--- src/rtl/frame_energy_pkg.sv ---
// Shared speech-pipeline definitions: frame accumulator state encoding and
// the width of the frame energy datapath.
package frame_energy_pkg;

  // IDLE: no partial frame held. ACCUM: a partial frame is being summed.
  typedef enum logic {
    IDLE  = 1'b0,
    ACCUM = 1'b1
  } fe_state_e;

  // Frame energy width; 65536 samples of 65535 still fit without overflow.
  localparam int ENERGY_W = 32;

endpackage : frame_energy_pkg

--- src/rtl/frame_energy_vad_hangover.sv ---
// Voice-activity decision with hangover: speech stays asserted for a number
// of quiet frames after the last frame whose energy reached the threshold.
module vad_hangover
  import frame_energy_pkg::*;
#(
  parameter logic [ENERGY_W-1:0] THRESHOLD = 32'd1_000_000,
  parameter int                  HANGOVER  = 4
) (
  input  logic                iclk,
  input  logic                irstn,
  input  logic                iframe,   // frame completes at this edge
  input  logic [ENERGY_W-1:0] ienergy,  // energy of the completing frame
  output logic                ospeech
);

  localparam logic [7:0] HANG_INIT = 8'(HANGOVER);

  logic [7:0] hang_q, hang_d;
  logic       speech_q, speech_d;

  // Decide speech level and remaining hangover for the completing frame.
  always_comb begin
    hang_d   = hang_q;
    speech_d = speech_q;
    if (iframe) begin
      if (ienergy >= THRESHOLD) begin
        speech_d = 1'b1;
        hang_d   = HANG_INIT;
      end else if (hang_q != 8'd0) begin
        speech_d = 1'b1;
        hang_d   = hang_q - 8'd1;
      end else begin
        speech_d = 1'b0;
      end
    end
  end

  // Hangover counter and speech level registers.
  always_ff @(posedge iclk or negedge irstn) begin
    if (!irstn) begin
      hang_q   <= 8'd0;
      speech_q <= 1'b0;
    end else begin
      hang_q   <= hang_d;
      speech_q <= speech_d;
    end
  end

  assign ospeech = speech_q;

endmodule : vad_hangover

--- src/rtl/frame_energy.sv ---
// Frame energy accumulator: sums FRAME_LEN contiguous-index magnitudes into
// one energy result per frame, discards frames broken by an index gap, and
// drives a voice-activity flag with hangover.
module frame_energy
  import frame_energy_pkg::*;
#(
  parameter int                  FRAME_LEN = 256,
  parameter logic [ENERGY_W-1:0] THRESHOLD = 32'd1_000_000,
  parameter int                  HANGOVER  = 4
) (
  input  logic                iclk,
  input  logic                irstn,
  input  logic                ivalid,
  input  logic [31:0]         iidx,
  input  logic [15:0]         idata,
  output logic                oframe_valid,
  output logic [ENERGY_W-1:0] oenergy,
  output logic [31:0]         ostart_idx,
  output logic [15:0]         oframe_num,
  output logic                ospeech,
  output logic                odrop
);

  // One extra bit so the count can hold FRAME_LEN itself.
  localparam int               CNT_W    = $clog2(FRAME_LEN) + 1;
  localparam logic [CNT_W-1:0] CNT_FULL = CNT_W'(FRAME_LEN);

  fe_state_e           state_q, state_d;
  logic [ENERGY_W-1:0] acc_q, acc_d;
  logic [CNT_W-1:0]    cnt_q, cnt_d;
  logic [31:0]         start_q, start_d;
  logic [31:0]         exp_q, exp_d;
  logic                frame_valid_q, frame_valid_d;
  logic [ENERGY_W-1:0] energy_q, energy_d;
  logic [31:0]         start_idx_q, start_idx_d;
  logic [15:0]         frame_num_q, frame_num_d;
  logic                drop_q, drop_d;

  // A sample opens a fresh frame when nothing is held or its index breaks
  // the contiguous run; otherwise it extends the held partial frame.
  logic                new_frame;
  logic [ENERGY_W-1:0] sum_w;
  logic [CNT_W-1:0]    cnt_w;
  logic [31:0]         first_idx_w;

  assign new_frame   = (state_q == IDLE) || (iidx != exp_q);
  assign sum_w       = new_frame ? {16'd0, idata} : acc_q + {16'd0, idata};
  assign cnt_w       = new_frame ? CNT_W'(1) : cnt_q + CNT_W'(1);
  assign first_idx_w = new_frame ? iidx : start_q;

  // Next-state: accept sample, detect gaps, and publish completed frames.
  always_comb begin
    state_d       = state_q;
    acc_d         = acc_q;
    cnt_d         = cnt_q;
    start_d       = start_q;
    exp_d         = exp_q;
    frame_valid_d = 1'b0;
    drop_d        = 1'b0;
    energy_d      = energy_q;
    start_idx_d   = start_idx_q;
    frame_num_d   = frame_num_q;
    if (ivalid) begin
      drop_d = (state_q == ACCUM) && (iidx != exp_q);
      exp_d  = iidx + 32'd1;
      if (cnt_w == CNT_FULL) begin
        state_d       = IDLE;
        acc_d         = '0;
        cnt_d         = '0;
        start_d       = first_idx_w;
        frame_valid_d = 1'b1;
        energy_d      = sum_w;
        start_idx_d   = first_idx_w;
        frame_num_d   = frame_num_q + 16'd1;
      end else begin
        state_d = ACCUM;
        acc_d   = sum_w;
        cnt_d   = cnt_w;
        start_d = first_idx_w;
      end
    end
  end

  // State and result registers; reset drops any partial frame silently.
  always_ff @(posedge iclk or negedge irstn) begin
    if (!irstn) begin
      state_q       <= IDLE;
      acc_q         <= '0;
      cnt_q         <= '0;
      start_q       <= '0;
      exp_q         <= '0;
      frame_valid_q <= 1'b0;
      energy_q      <= '0;
      start_idx_q   <= '0;
      frame_num_q   <= '0;
      drop_q        <= 1'b0;
    end else begin
      state_q       <= state_d;
      acc_q         <= acc_d;
      cnt_q         <= cnt_d;
      start_q       <= start_d;
      exp_q         <= exp_d;
      frame_valid_q <= frame_valid_d;
      energy_q      <= energy_d;
      start_idx_q   <= start_idx_d;
      frame_num_q   <= frame_num_d;
      drop_q        <= drop_d;
    end
  end

  // Fed with the completion strobe so speech changes alongside oframe_valid.
  vad_hangover #(
    .THRESHOLD (THRESHOLD),
    .HANGOVER  (HANGOVER)
  ) u_vad_hangover (
    .iclk    (iclk),
    .irstn   (irstn),
    .iframe  (frame_valid_d),
    .ienergy (energy_d),
    .ospeech (ospeech)
  );

  assign oframe_valid = frame_valid_q;
  assign oenergy      = energy_q;
  assign ostart_idx   = start_idx_q;
  assign oframe_num   = frame_num_q;
  assign odrop        = drop_q;

endmodule : frame_energy

--- config.mk ---
export PLATFORM = sky130hd
export DESIGN_NAME = frame_energy
export DESIGN_NICKNAME = d
export VERILOG_FILES = /design/src/rtl/frame_energy_pkg.sv /design/src/rtl/frame_energy_vad_hangover.sv /design/src/rtl/frame_energy.sv
export SDC_FILE = /design/constraint.sdc
export NUM_CORES = 1
export LEC_CHECK = 0
export ABC_AREA = 1
export BUFFER_PORTS_ARGS = -buffer_cell sky130_fd_sc_hd__buf_2
export CAP_MARGIN = 10
export CORE_MARGIN = 3
export CORE_UTILIZATION = 50
export DETAILED_ROUTE_END_ITERATION = 12
export GPL_ROUTABILITY_DRIVEN = 0
export GPL_TIMING_DRIVEN = 0
export PLACE_DENSITY = 0.74
export SLEW_MARGIN = 30
export SYNTH_ARGS = -nofsm -noshare
export SYNTH_HDL_FRONTEND = slang
export SYNTH_HIERARCHICAL = 1
export SYNTH_SLANG_ARGS = --single-unit
--- constraint.sdc ---
create_clock -name iclk -period 3.8 [get_ports iclk]
set_input_delay 0.76 -clock iclk [delete_from_list [all_inputs] [get_ports iclk]]
set_output_delay 0.76 -clock iclk [all_outputs]
set_load 0.03 [all_outputs]
Word-level counts from Yosys, hierarchy flattened:

Index checks and enable logic that the tools add are counted.

* register bits: 197
* logic and storage cells: 42
* output and inout bits: 83

* order comparisons: 1
* equal/unequal tests: 2
* muxes and demuxes: 15
* bitwise operators: 1
* $add $sub $neg: 5
* reductions and logical operators: 6

Operators with widths (count)
* 32-bit two-way mux: 5
* 32-bit by 1-bit adder with 32-bit output, second input constant: 1
* 32-bit by 16-bit adder with 32-bit output: 1
* 32-bit by 20-bit >= comparator with 1-bit output, second input constant: 1
* 32-bit inequality test: 1
* 9-bit two-way mux: 2
* 16-bit by 1-bit adder with 16-bit output, second input constant: 1
* 8-bit two-way mux: 2
* 9-bit by 1-bit adder with 9-bit output, second input constant: 1
* 9-bit equality test, second input constant: 1
* 8-bit nonzero test: 1
* 8-bit by 1-bit subtractor with 8-bit output, second input constant: 1
* 1-bit two-way mux: 6
* 2-bit AND reduction: 2
* 2-bit nonzero test: 1
* 1-bit logical AND: 1
* 1-bit logical OR: 1
* 1-bit NOT: 1

Logic depth before layout (Yosys ltp):

Gate-level depths: netlist of the first run.

* word-level depth: 9
* gate-level depth with buffers: 28

Cells and area by module:

Netlist of the first run, hierarchy kept.

Modules (own cells, without submodules)
* frame_energy: cells each 1629, seq. area each 4704.5 um^2, area each 11317.1 um^2, instances 1
* vad_hangover: cells each 93, seq. area each 225.2 um^2, area each 646.9 um^2, instances 1

Least setup slack after synthesis of the first run:

Ideal clock, no wire load.

* path kind: input-to-reg
* from: input iidx[9]
* to: register u_vad_hangover.speech_q (netlist: u_vad_hangover/ospeech)
* buffers on the path: 3
* data arrival time: 3175 ps
* data required time: 3672 ps
* stages on the path: 24
* path slack: 498 ps
* path through: buf_2 > inv_2 > nand2_1 > nand2_1 > nor2_1 > nand2_1 > nor2_1 > nand2_1 > nor2_4 > nand4_1 > nor2_2 > nand3_2 > buf_6 > buf_4 > nand2_1 > nand2_1 > nor2_1 > nand2_1 > nor2_1 > nand3_1 > inv_1 > nand3_2 > nand2_4 > o21ai_0

* longest elaborated chain between the ends: 8
* elaborated cells on any way between the ends: 11
* those cells by class: 1 x order compare; 2 x eq/ne; 7 x mux; 1 x reduce/logical

RTL lines
* from (decl): RTL line frame_energy.sv:14 `input logic [31:0] iidx,`
* 32-bit inequality test *: RTL line frame_energy.sv:46 `assign new_frame = (state_q == IDLE) || (iidx != exp_q);`
* 1-bit logical OR *: RTL line frame_energy.sv:46
* 9-bit two-way mux: RTL line frame_energy.sv:48 `assign cnt_w = new_frame ? CNT_W'(1) : cnt_q + CNT_W'(1);`
* 9-bit equality test: RTL line frame_energy.sv:66 `if (cnt_w == CNT_FULL) begin`
* 32-bit two-way mux *: RTL line frame_energy.sv:66
* 32-bit two-way mux *: RTL line frame_energy.sv:63 `if (ivalid) begin`
* net energy_d[30]: RTL line frame_energy.sv:34 `logic [ENERGY_W-1:0] energy_q, energy_d;`
* 32-bit by 20-bit >= comparator with 1-bit output *: RTL line frame_energy_vad_hangover.sv:26 `if (ienergy >= THRESHOLD) begin`
* 1-bit two-way mux *: RTL line frame_energy_vad_hangover.sv:26
* to (signal assigned): RTL line frame_energy_vad_hangover.sv:45 `speech_q <= speech_d;`
* to (decl): RTL line frame_energy_vad_hangover.sv:19 `logic speech_q, speech_d;`

The timed path passes the listed nets; every way through them passes the cells marked *.
A chain may end at the register's enable or synchronous reset.

Worst setup path in the final report of the first run:

* from: input iidx[24]
* to: register u_vad_hangover.speech_q (netlist: u_vad_hangover/ospeech)

The elaborated chain is that of the path after synthesis.

==> results of run 1 <==
-- synthesized netlist by cell type, types with 2 or more instances --
cell | instances | area, um^2
o211ai_1 | 5 | 37.5
buf_1 | 5 | 18.8
inv_2 | 10 | 37.5
nand2_1 | 598 | 2240
nor2_1 | 143 | 537
dfrtp_1 | 197 | 4930
nor2_4 | 2 | 22.5
ha_1 | 20 | 250
o21ai_1 | 12 | 60.1
clkbuf_1 | 35 | 131
a21o_1 | 2 | 15.0
xor2_1 | 34 | 298
nand3b_1 | 2 | 15.0
nor3_1 | 32 | 160
nand4_1 | 51 | 319
nand3_1 | 77 | 385
buf_6 | 4 | 45.0
o31ai_1 | 2 | 15.0
buf_2 | 12 | 60.1
xnor2_1 | 14 | 123
and2_1 | 3 | 18.8
a31oi_1 | 3 | 18.8
o22ai_1 | 3 | 18.8
a21oi_1 | 59 | 295
inv_1 | 214 | 803
o21ai_0 | 124 | 621
nor4_1 | 8 | 50.1
nand3_2 | 4 | 40.0
o21a_1 | 32 | 240
buf_4 | 4 | 30.0
-- registers in the layout (all words and copies together), names as in the netlist --
signal,cells
start_q,32
odrop,1
u_vad_hangover/ospeech,1
acc_q,32
ostart_idx,32
cnt_q,9
oframe_valid,1
oframe_num,16
exp_q,32
oenergy,32
state_q,1
u_vad_hangover/hang_q,8
-- cell families after synthesis --
logic type               share of synthesized area, %
AO/OA/AOI/OAI                                    11.2
XOR/XNOR                                         3.65
adder cells (fa/ha/maj)                          2.26
buffers and inverters                            9.53
flip-flops                                       41.2
AND/OR/NAND/NOR                                  32.2
-- cells in the final DEF, fill, tap and decap left out, drive strengths merged, types with 3 or more instances in the layout --
cell    Yosys  routed
nor4        8       8
buf        25     160
xnor2      15      15
and2        3       3
o21ai     136     136
a31oi       3       3
clkinv      0       3
xor2       34      34
o211ai      5       5
nor3       34      34
dfrtp     197     197
a21oi      60      60
ha         20      20
clkbuf     36      55
inv       224     232
o21a       32      32
nand2     599     600
nor2      146     146
nand3      81      81
o22ai       3       3
nand4      51      51
-- area by class of cell --
| type | count | area, um^2 | area share (%) |
|---|---|---|---|
| repair buffers | 136 | 748 | 5.44 |
| plain buffers | 61 | 313 | 2.27 |
| flip-flops and latches | 197 | 4930 | 35.8 |
| clock inverters | 14 | 158 | 1.15 |
| well taps | 313 | 392 | 2.84 |
| multi-input cells | 1241 | 5940 | 43.2 |
| clock buffers | 18 | 439 | 3.19 |
| inverters | 224 | 843 | 6.13 |
-- through the flow --
stage                     worst slack [ps]  util (%)
after floorplan                        498         -
after global placement               -1470      56.4
after detailed placement              -477      56.7
after CTS                             53.7      59.4
after global routing                 -40.3      59.7
final                                  203      59.7
-- critical path: stages --
cell     delay (ps)
buf_2           120
inv_1           120
nand2_1         100
nand2_1          50
nor2_1          120
nand2_1          80
nor2_2          120
nand2_1         100
nor2_4          200
nand2_2          90
buf_6           170
nor3_4          270
nand3_4         150
buf_12          190
buf_4           170
nand2_1          60
nand2_1          70
nor2_1          100
nand2_1          70
nand2_1          90
nand2_1          70
nand2_1          80
nand2_2         110
nand2_2         130
nand3_4         110
nand2_4         120
o21ai_0          80
-- where the power goes --
part           internal, mW  switching, mW  leakage, nW  total (mW)
registers              2.17         0.0498         2.39        2.22
clock network         0.958          0.911        0.290        1.87
logic                 0.202          0.414         4.37       0.616
-- timing repair --
| item | in CTS | in global routing |
|---|---|---|
| gates resized for setup | 3 | 19 |
| cloned | 0 | 1 |
| setup endpoints to repair | 8 | 9 |
| pin swaps | 0 | 7 |
| hold buffers | 0 | 0 |
| setup buffers | 0 | 5 |
-- worst max-delay path by stage --
stage	to	slack, ps	cells after the start
after global placement	u_vad_hangover/hang_q[6]	-1470	1
after global routing	u_vad_hangover/hang_q[5]	-40	26
final	u_vad_hangover/ospeech	200	27
after detailed placement	u_vad_hangover/hang_q[4]	-480	25
after CTS	u_vad_hangover/ospeech	50	27
after floorplan	u_vad_hangover/ospeech	500	24
-- routing by layer --
metal	wire length, um	part of all wire (%)	vias up	global-route usage, %
met5	0	0	-	0
met4	773	2.3	0	7.77
met3	2730	8.0	52	5.06
met2	15100	45	484	40.7
met1	15300	45	5534	38.2
li1	-	-	5782	-
==> flow_summary.ini, run 1 <==
[cts]
worstSkewPairLatency_ps = 440
h-tree-depth = 4
cts.sink_count = 197
clock_path_buffers = 2
cts_root_buf = clkbuf_16
numCtsBuffers = 17
cts_tree = done
clkTransAtPathRegs_ps = 80

[synthesis]
seq_area_frac_synth_pct = 41.2
synth_ff_type = dfrtp_1
synth_cells = 1722
syn_nets = 1794
async_reset_ff_share_pct = 100
synth_edf_count = 0
syn_area_um2 = 12000
ys_ff_latch = 197
ys_warn_count = 6
syn_area_per_cell_um2 = 6.95
ys_types = 41

[layout]
final_cell_area_um2 = 13800
syn_to_final_growth_pct = 15.1
stdcell_count = 2204
fin_nets = 1950
fillCellCount = 2170
antenna_cells = 0
layout-drive-gt1-share_pct = 11.9

[drt]
dr.pass1.iters = 7
dr.first_iter.drc_count = 902
final_antenna_net_count = 0
vias = 11900
routed_wl_um = 33900
vias_per_cell = 5.38
wl_per_cell_um = 15.4
drc = 0

[worst_setup_path]
startpoint_type = primary input
r2r_slack_ps = 330
r2r-end = u_vad_hangover/ospeech
cp_max_fo = 10
cp-startpoint = iidx[24]
endpoint_kind = flop
critical_path_arrival_ps = 3920
worst_ep_required_time_ps = 4120
r2r.worst_path.cells = 26
rr_startpoint = exp_q[16]
crit_type = primary input to flop

[global_route]
grt_pass1_vias = 11000
antenna_found_initial = 0
gr-total-overflow = 0
grt_max_degree = 73
grt_pass1_wl_um = 56300
track_usage_pct = 26.5

[floorplan]
die-height_um = 161
initial_core_util_pct = 51.9
core_area_um2 = 23100
fp-row-count = 55
design.die.area_um2 = 25800
die_width_um = 161
ios = 134

[timing]
finalCritPeriodShare_pct = 94.7
min_period_ps = 3600
finalMaxSlewViolations = 0
setup_viol = 0
clock_skew_ps = 12.5
setup_tns_ps = 0
fin_hold_ws_ps = 238
max_freq_mhz = 278
hold_violations = 0
relSlewSlack_pct = 50.0
worst_pin_slew_ps = 750

[power_and_ir_drop]
p_leak_nw = 7.05
total_power_mw = 4.71
powerDensity_nw_per_um2 = 342
ir_worst_vdd_mv = 0.298

[placement]
dp_cells = 2166
io_buffers = 129
hpwlAfterDp_um = 25000
place_area_um2 = 13100

[worst_hold_path]
hold_class = primary input to async pin

[run_status]
status = finished clean

[job]
maxCapViolCount = 0
Power figures use the tool's default switching activity.
==> run 2: changes to the inputs <==
--- a/config.mk
+++ b/config.mk
@@ -14,6 +14,7 @@
 export GPL_ROUTABILITY_DRIVEN = 0
 export GPL_TIMING_DRIVEN = 0
 export PLACE_DENSITY = 0.74
+export REMOVE_ABC_BUFFERS = 1
 export SLEW_MARGIN = 30
 export SYNTH_ARGS = -nofsm -noshare
 export SYNTH_HDL_FRONTEND = slang
==> flow_summary.ini, run 2 (same netlist as run 1, synthesis figures left out) <==
[run_status]
status = finished clean

[worst_setup_path]
rr_startpoint = exp_q[27]
cp.buffers_inverters = 5
crit_path_top_delay_cell = nor2_4
r2r.worst_path.cells = 23
max_stage_delay_ps = 290
startpoint_type = primary input
r2r-end = u_vad_hangover/ospeech
worst_ep_required_time_ps = 4100
crit_chain = buf_2 -> inv_1 -> nand2_1 -> nand2_1 -> nor2_1 -> nand2_1 -> nor2_1 -> nand2_2 -> nor2_4 -> nand4_1 -> nor2_4 -> nand3_4 -> buf_12 -> buf_16 -> nand2_1 -> o21ai_1 -> nor2_1 -> nand2_1 -> nor2_1 -> nand3_1 -> inv_1 -> nand3_2 -> nand2_4 -> o21ai_0
crit_top_cell = nand2_1
crit_type = primary input to flop
endpoint_kind = flop
path_delay_family = simple AND/OR/NAND/NOR gates
critical_path_arrival_ps = 3810
cp-startpoint = iidx[17]
cp_max_fo = 16
r2r_slack_ps = 390

[cts]
numCtsBuffers = 17
h-tree-depth = 4
clkTransAtPathRegs_ps = 80
worstSkewPairLatency_ps = 440
cts.sink_count = 197
postCtsHoldBufs = 0
cts_root_buf = clkbuf_16
clock_path_buffers = 2
cts_tree = done

[power_and_ir_drop]
p_sw_mw = 1.33
p_leak_nw = 7.08
p_clk_share_pct = 39.4
ir_worst_vdd_mv = 0.220
total_power_mw = 4.65
p_comb_share_pct = 12.8
sw_frac_of_total_pct = 28.5
powerDensity_nw_per_um2 = 336
p_seq_share_pct = 47.8
power.internal_mw = 3.33

[floorplan]
core_area_um2 = 23100
die-height_um = 161
initial_core_util_pct = 51.9
fp-row-count = 55
ios = 134
design.die.area_um2 = 25800
die_width_um = 161

[timing]
hold_violations = 0
fin_hold_ws_ps = 219
finalMaxSlewViolations = 0
clock_skew_ps = 13.1
setup_tns_ps = 0
max_freq_mhz = 286
relSlewSlack_pct = 55.6
worst_pin_slew_ps = 659
timing.final.ws_setup_ps = 298
setup_viol = 0
min_period_ps = 3500
finalCritPeriodShare_pct = 92.1

[layout]
fillCellCount = 2097
final_cell_mix = nand2_1, inv_1, dfrtp_1, nor2_1, buf_2
layout-drive-gt1-share_pct = 12.2
mostFrequentLayoutCell = nand2_1
syn_to_final_growth_pct = 15.9
antenna_cells = 0
fin_nets = 1909
stdcell_count = 2163

[global_route]
grt_pass1_vias = 10900
antenna_found_initial = 2
gr-total-overflow = 0
grt_pass1_wl_um = 52300
track_usage_pct = 24.2
grt_max_degree = 82

[drt]
vias = 11400
dr.pass1.iters = 5
vias_per_cell = 5.26
wl_per_cell_um = 14.5
dr.first_iter.drc_count = 749
final_antenna_net_count = 0
drc = 0
routed_wl_um = 31300

[placement]
dp_cells = 2118
hpwlAfterDp_um = 22000
post-place-ws_ps = -1520
io_buffers = 133

[job]
maxCapViolCount = 0

[worst_hold_path]
hold_class = primary input to async pin
## run 2: cell count changes in the layout (fill, tap and decap cells not counted), moves of 3 or more
| cell | delta |
|---|---|
| buf_2 | -9 |
| buf_1 | -5 |
| clkbuf_1 | -31 |
| nor2_4 | +3 |
| buf_16 | +6 |
| nor2_1 | -4 |
## run 2: worst max path at each step
stage / cells past startpoint / slack (ps) / endpoint
after floorplan: 25 / -1390 / u_vad_hangover/hang_q[0]
after global placement: 18 / -6210 / u_vad_hangover/hang_q[0]
after detailed placement: 28 / -1520 / u_vad_hangover/hang_q[4]
after CTS: 28 / 40 / u_vad_hangover/hang_q[7]
after global routing: 28 / -7 / u_vad_hangover/hang_q[7]
final: 24 / 300 / u_vad_hangover/ospeech
## run 2: per-stage QoR
stage | area, um^2 | util [%]
2_1_floorplan | 11700 | -
3_3_place_gp | 12700 | 55.2
3_5_place_dp | 13000 | 56.6
4_1_cts | 13700 | 59.5
5_1_grt | 13900 | 60.2
6_report | 13900 | 60.2
## run 2: layer usage
| layer | wire length [um] | vias to the layer above | GRT usage [%] |
|---|---|---|---|
| met3 | 1900 | 48 | 4.15 |
| met4 | 761 | 4 | 7.57 |
| met1 | 13400 | 5302 | 31.5 |
| li1 | - | 5698 | - |
| met5 | 23 | - | 0 |
| met2 | 15200 | 333 | 41.4 |
## run 2: power by group through the flow
stage               logic (mW)  registers, mW  clock network (mW)
global placement         0.565           2.26                   0
detailed placement       0.588           2.26                   0
CTS                      0.593           2.22                1.86
global route             0.682           2.23                1.96
floorplan                0.367           2.25                   0
finish                   0.595           2.22                1.84
## run 2: final cells by class
type	count	area [um^2]	share of cell area [%]
Multi-Input combinational cell	1241	6000	43.2
Timing Repair inverter	1	11.3	0.0812
Sequential cell	197	4930	35.6
Inverter	224	872	6.29
Clock inverter	12	138	0.993
Clock buffer	20	447	3.22
Timing Repair Buffer	155	1080	7.80
Tap cell	313	392	2.82
## run 2: worst reg2reg max path: stages, from the launching register on
cell and delay [ps]:
dfrtp_1 380, inv_1 70, nand2_1 50, nand2_1 80
and2_1 130, nand2_1 80, nor2_1 130, nand2_2 80
nor2_4 290, nand4_1 240, nor2_4 230, nand3_4 110
buf_12 170, buf_16 180, nand2_1 70, o21ai_1 80
nor2_1 110, nand2_1 100, nor2_1 120, nand3_1 130
inv_1 120, nand3_2 110, nand2_4 120, o21ai_0 110
## run 2: repair_timing
item / in CTS / in global routing
pin swaps: 3 / 5
gates resized for setup: 9 / 18
gates cloned: 1 / 3
setup endpoints to repair: 33 / 9
buffers inserted: 4 / 5
==> run 3: changes to the inputs <==
--- a/config.mk
+++ b/config.mk
@@ -18,5 +18,4 @@
 export SLEW_MARGIN = 30
 export SYNTH_ARGS = -nofsm -noshare
 export SYNTH_HDL_FRONTEND = slang
-export SYNTH_HIERARCHICAL = 1
 export SYNTH_SLANG_ARGS = --single-unit
==> flow_summary.ini, run 3 <==
[run_status]
status = finished clean

[synthesis]
synth_edf_count = 0
synth_ff_type = dfrtp_1
synth.largest_area_cell = dfrtp_1
synth.top_cell.area_share_pct = 44.3
yosys-top-cells-area = dfrtp_1, nand2_1, o21ai_0
syn_area_per_cell_um2 = 7.30
syn_area_um2 = 11100
ys_types = 46
async_reset_ff_share_pct = 100
synth_cells = 1524
ys_warn_count = 0
synth_most_common_cell = nand2_1
ys_ff_latch = 197
seq_area_frac_synth_pct = 44.3
synth_common_cells = nand2_1, dfrtp_1, inv_1

[cts]
cts_root_buf = clkbuf_16
postCtsHoldBufs = 0
cts_tree = done
worstSkewPairLatency_ps = 450
numCtsBuffers = 17
h-tree-depth = 4
clkTransAtPathRegs_ps = 80
clock_path_buffers = 2
cts.sink_count = 197

[floorplan]
fp-row-count = 53
design.die.area_um2 = 24100
ios = 134
core_area_um2 = 21400
die-height_um = 155
die_width_um = 155
initial_core_util_pct = 51.9

[power_and_ir_drop]
ir_worst_vdd_mv = 0.248
p_leak_nw = 6.82
p_clk_share_pct = 40.1
p_sw_mw = 1.31
p_seq_share_pct = 47.5
p_comb_share_pct = 12.4
sw_frac_of_total_pct = 28.1
powerDensity_nw_per_um2 = 361
total_power_mw = 4.67
power.internal_mw = 3.36

[worst_setup_path]
endpoint_kind = flop
cp_max_fo = 6
rr_startpoint = acc_q[0]
max_stage_delay_ps = 590
crit_type = primary input to flop
crit_chain = buf_2 -> ha_1 -> nand3_1 -> nor2_1 -> inv_1 -> nor2_1 -> inv_1 -> nor2_1 -> inv_1 -> nor4_1 -> nand3_1 -> nor4_2 -> nand2_1 -> nor3_1 -> xor2_1 -> nand2_1 -> o21ai_1
worst_ep_required_time_ps = 4160
crit_path_top_delay_cell = nor4_2
startpoint_type = primary input
critical_path_arrival_ps = 3890
cp-startpoint = iidx[0]

[drt]
wl_per_cell_um = 15.0
vias = 10200
routed_wl_um = 29100
final_antenna_net_count = 0
dr.first_iter.drc_count = 666
dr.pass1.iters = 5
vias_per_cell = 5.25
drc = 0

[timing]
finalMaxSlewViolations = 0
setup_viol = 0
max_freq_mhz = 284
hold_violations = 0
min_period_ps = 3530
finalCritPeriodShare_pct = 92.8
worst_pin_slew_ps = 824
relSlewSlack_pct = 45.1
clock_skew_ps = 14.7
timing.final.ws_setup_ps = 275

[layout]
fin_nets = 1727
layout-drive-gt1-share_pct = 14.6
final_cell_mix = nand2_1, dfrtp_1, inv_1, o21ai_0, buf_2
fillCellCount = 1940
mostFrequentLayoutCell = nand2_1
stdcell_count = 1943
syn_to_final_growth_pct = 16.2
antenna_cells = 0

[global_route]
grt_pass1_vias = 9738
track_usage_pct = 24.3
grt_pass1_wl_um = 47700
use_met2_pct = 41.4
busiest_layer = met2
grt_max_degree = 85
use_met3_pct = 4.26
use_met1_pct = 31.9
antenna_found_initial = 1
gr-total-overflow = 0

[worst_hold_path]
hold_class = primary input to async pin

[placement]
hpwlAfterDp_um = 19100
io_buffers = 133
dp_cells = 1889
post-place-ws_ps = -1560

[job]
maxCapViolCount = 0
## run 3: metal layers
metal  routed length (um)  vias up
li1                     -     5124
met5                    8        -
met4                  564        2
met2                14100      243
met1                12900     4783
met3                 1500       42
## run 3: worst max-delay path, delay by kind of cell
kind / cells / cell delay [ps]
compound gates: 1 / 110
xor+xnor: 1 / 170
fa+ha+maj: 1 / 180
buf+inv: 4 / 340
simple gates: 10 / 2320
## run 3: layout make-up
| class | instances | area (um^2) | share of cell area, % |
|---|---|---|---|
| clock buffer | 17 | 425 | 3.29 |
| clock inverter | 15 | 168 | 1.30 |
| inverter | 204 | 791 | 6.12 |
| multi-input combinational | 1083 | 5370 | 41.5 |
| sequential | 197 | 4930 | 38.2 |
| tap | 275 | 344 | 2.66 |
| timing repair buffer | 152 | 893 | 6.92 |
## run 3: metrics by stage
step | instance area (um^2) | setup TNS (ps) | util [%] | hold WS (ps)
6_report | 12900 | 0 | 60.3 | 188
5_1_grt | 12900 | -14.5 | 60.3 | 214
4_1_cts | 12800 | 0 | 59.6 | 201
3_5_place_dp | 12000 | -110640 | 56.2 | 461
3_3_place_gp | 11900 | -586150 | 55.7 | 456
2_1_floorplan | 10900 | -4470 | - | 445
## run 3: kinds of logic after synthesis
family,after synthesis,share of synthesized area (%)
AOI/OAI and AO/OA,247,11.6
xor gates and xnor gates,53,4.18
adders and majority gates,21,2.43
buffers and inverters,250,8.77
and+or+nand+nor,756,28.7
DFF,197,44.3
## run 3: what timing repair did
action                                  CTS  global route
pin swaps                                 5             7
hold endpoints to repair                  0             0
resized for setup                         9            18
setup buffers                             3            13
endpoints found under the setup margin  114            23
cloned                                    5             1
## run 3: path summary, 6_finish.rpt
path | cells after the start | end | slack (ps)
min reg2reg | 1 | oframe_num[15] | 480
min in group iclk | 1 | oframe_num[15] | 480
max in group asynchronous | 2 | acc_q[2] | 2880
min | 1 | ostart_idx[9] | 190
max reg2reg | 22 | u_vad_hangover.hang_q[6] | 400
max | 17 | exp_q[28] | 270
## run 3: power groups by stage
stage | sequential (mW) | combinational (mW) | clock (mW)
floorplan | 2.25 | 0.363 | 0
global placement | 2.25 | 0.547 | 0
detailed placement | 2.26 | 0.567 | 0
CTS | 2.22 | 0.573 | 1.90
global route | 2.23 | 0.662 | 1.98
finish | 2.22 | 0.577 | 1.87
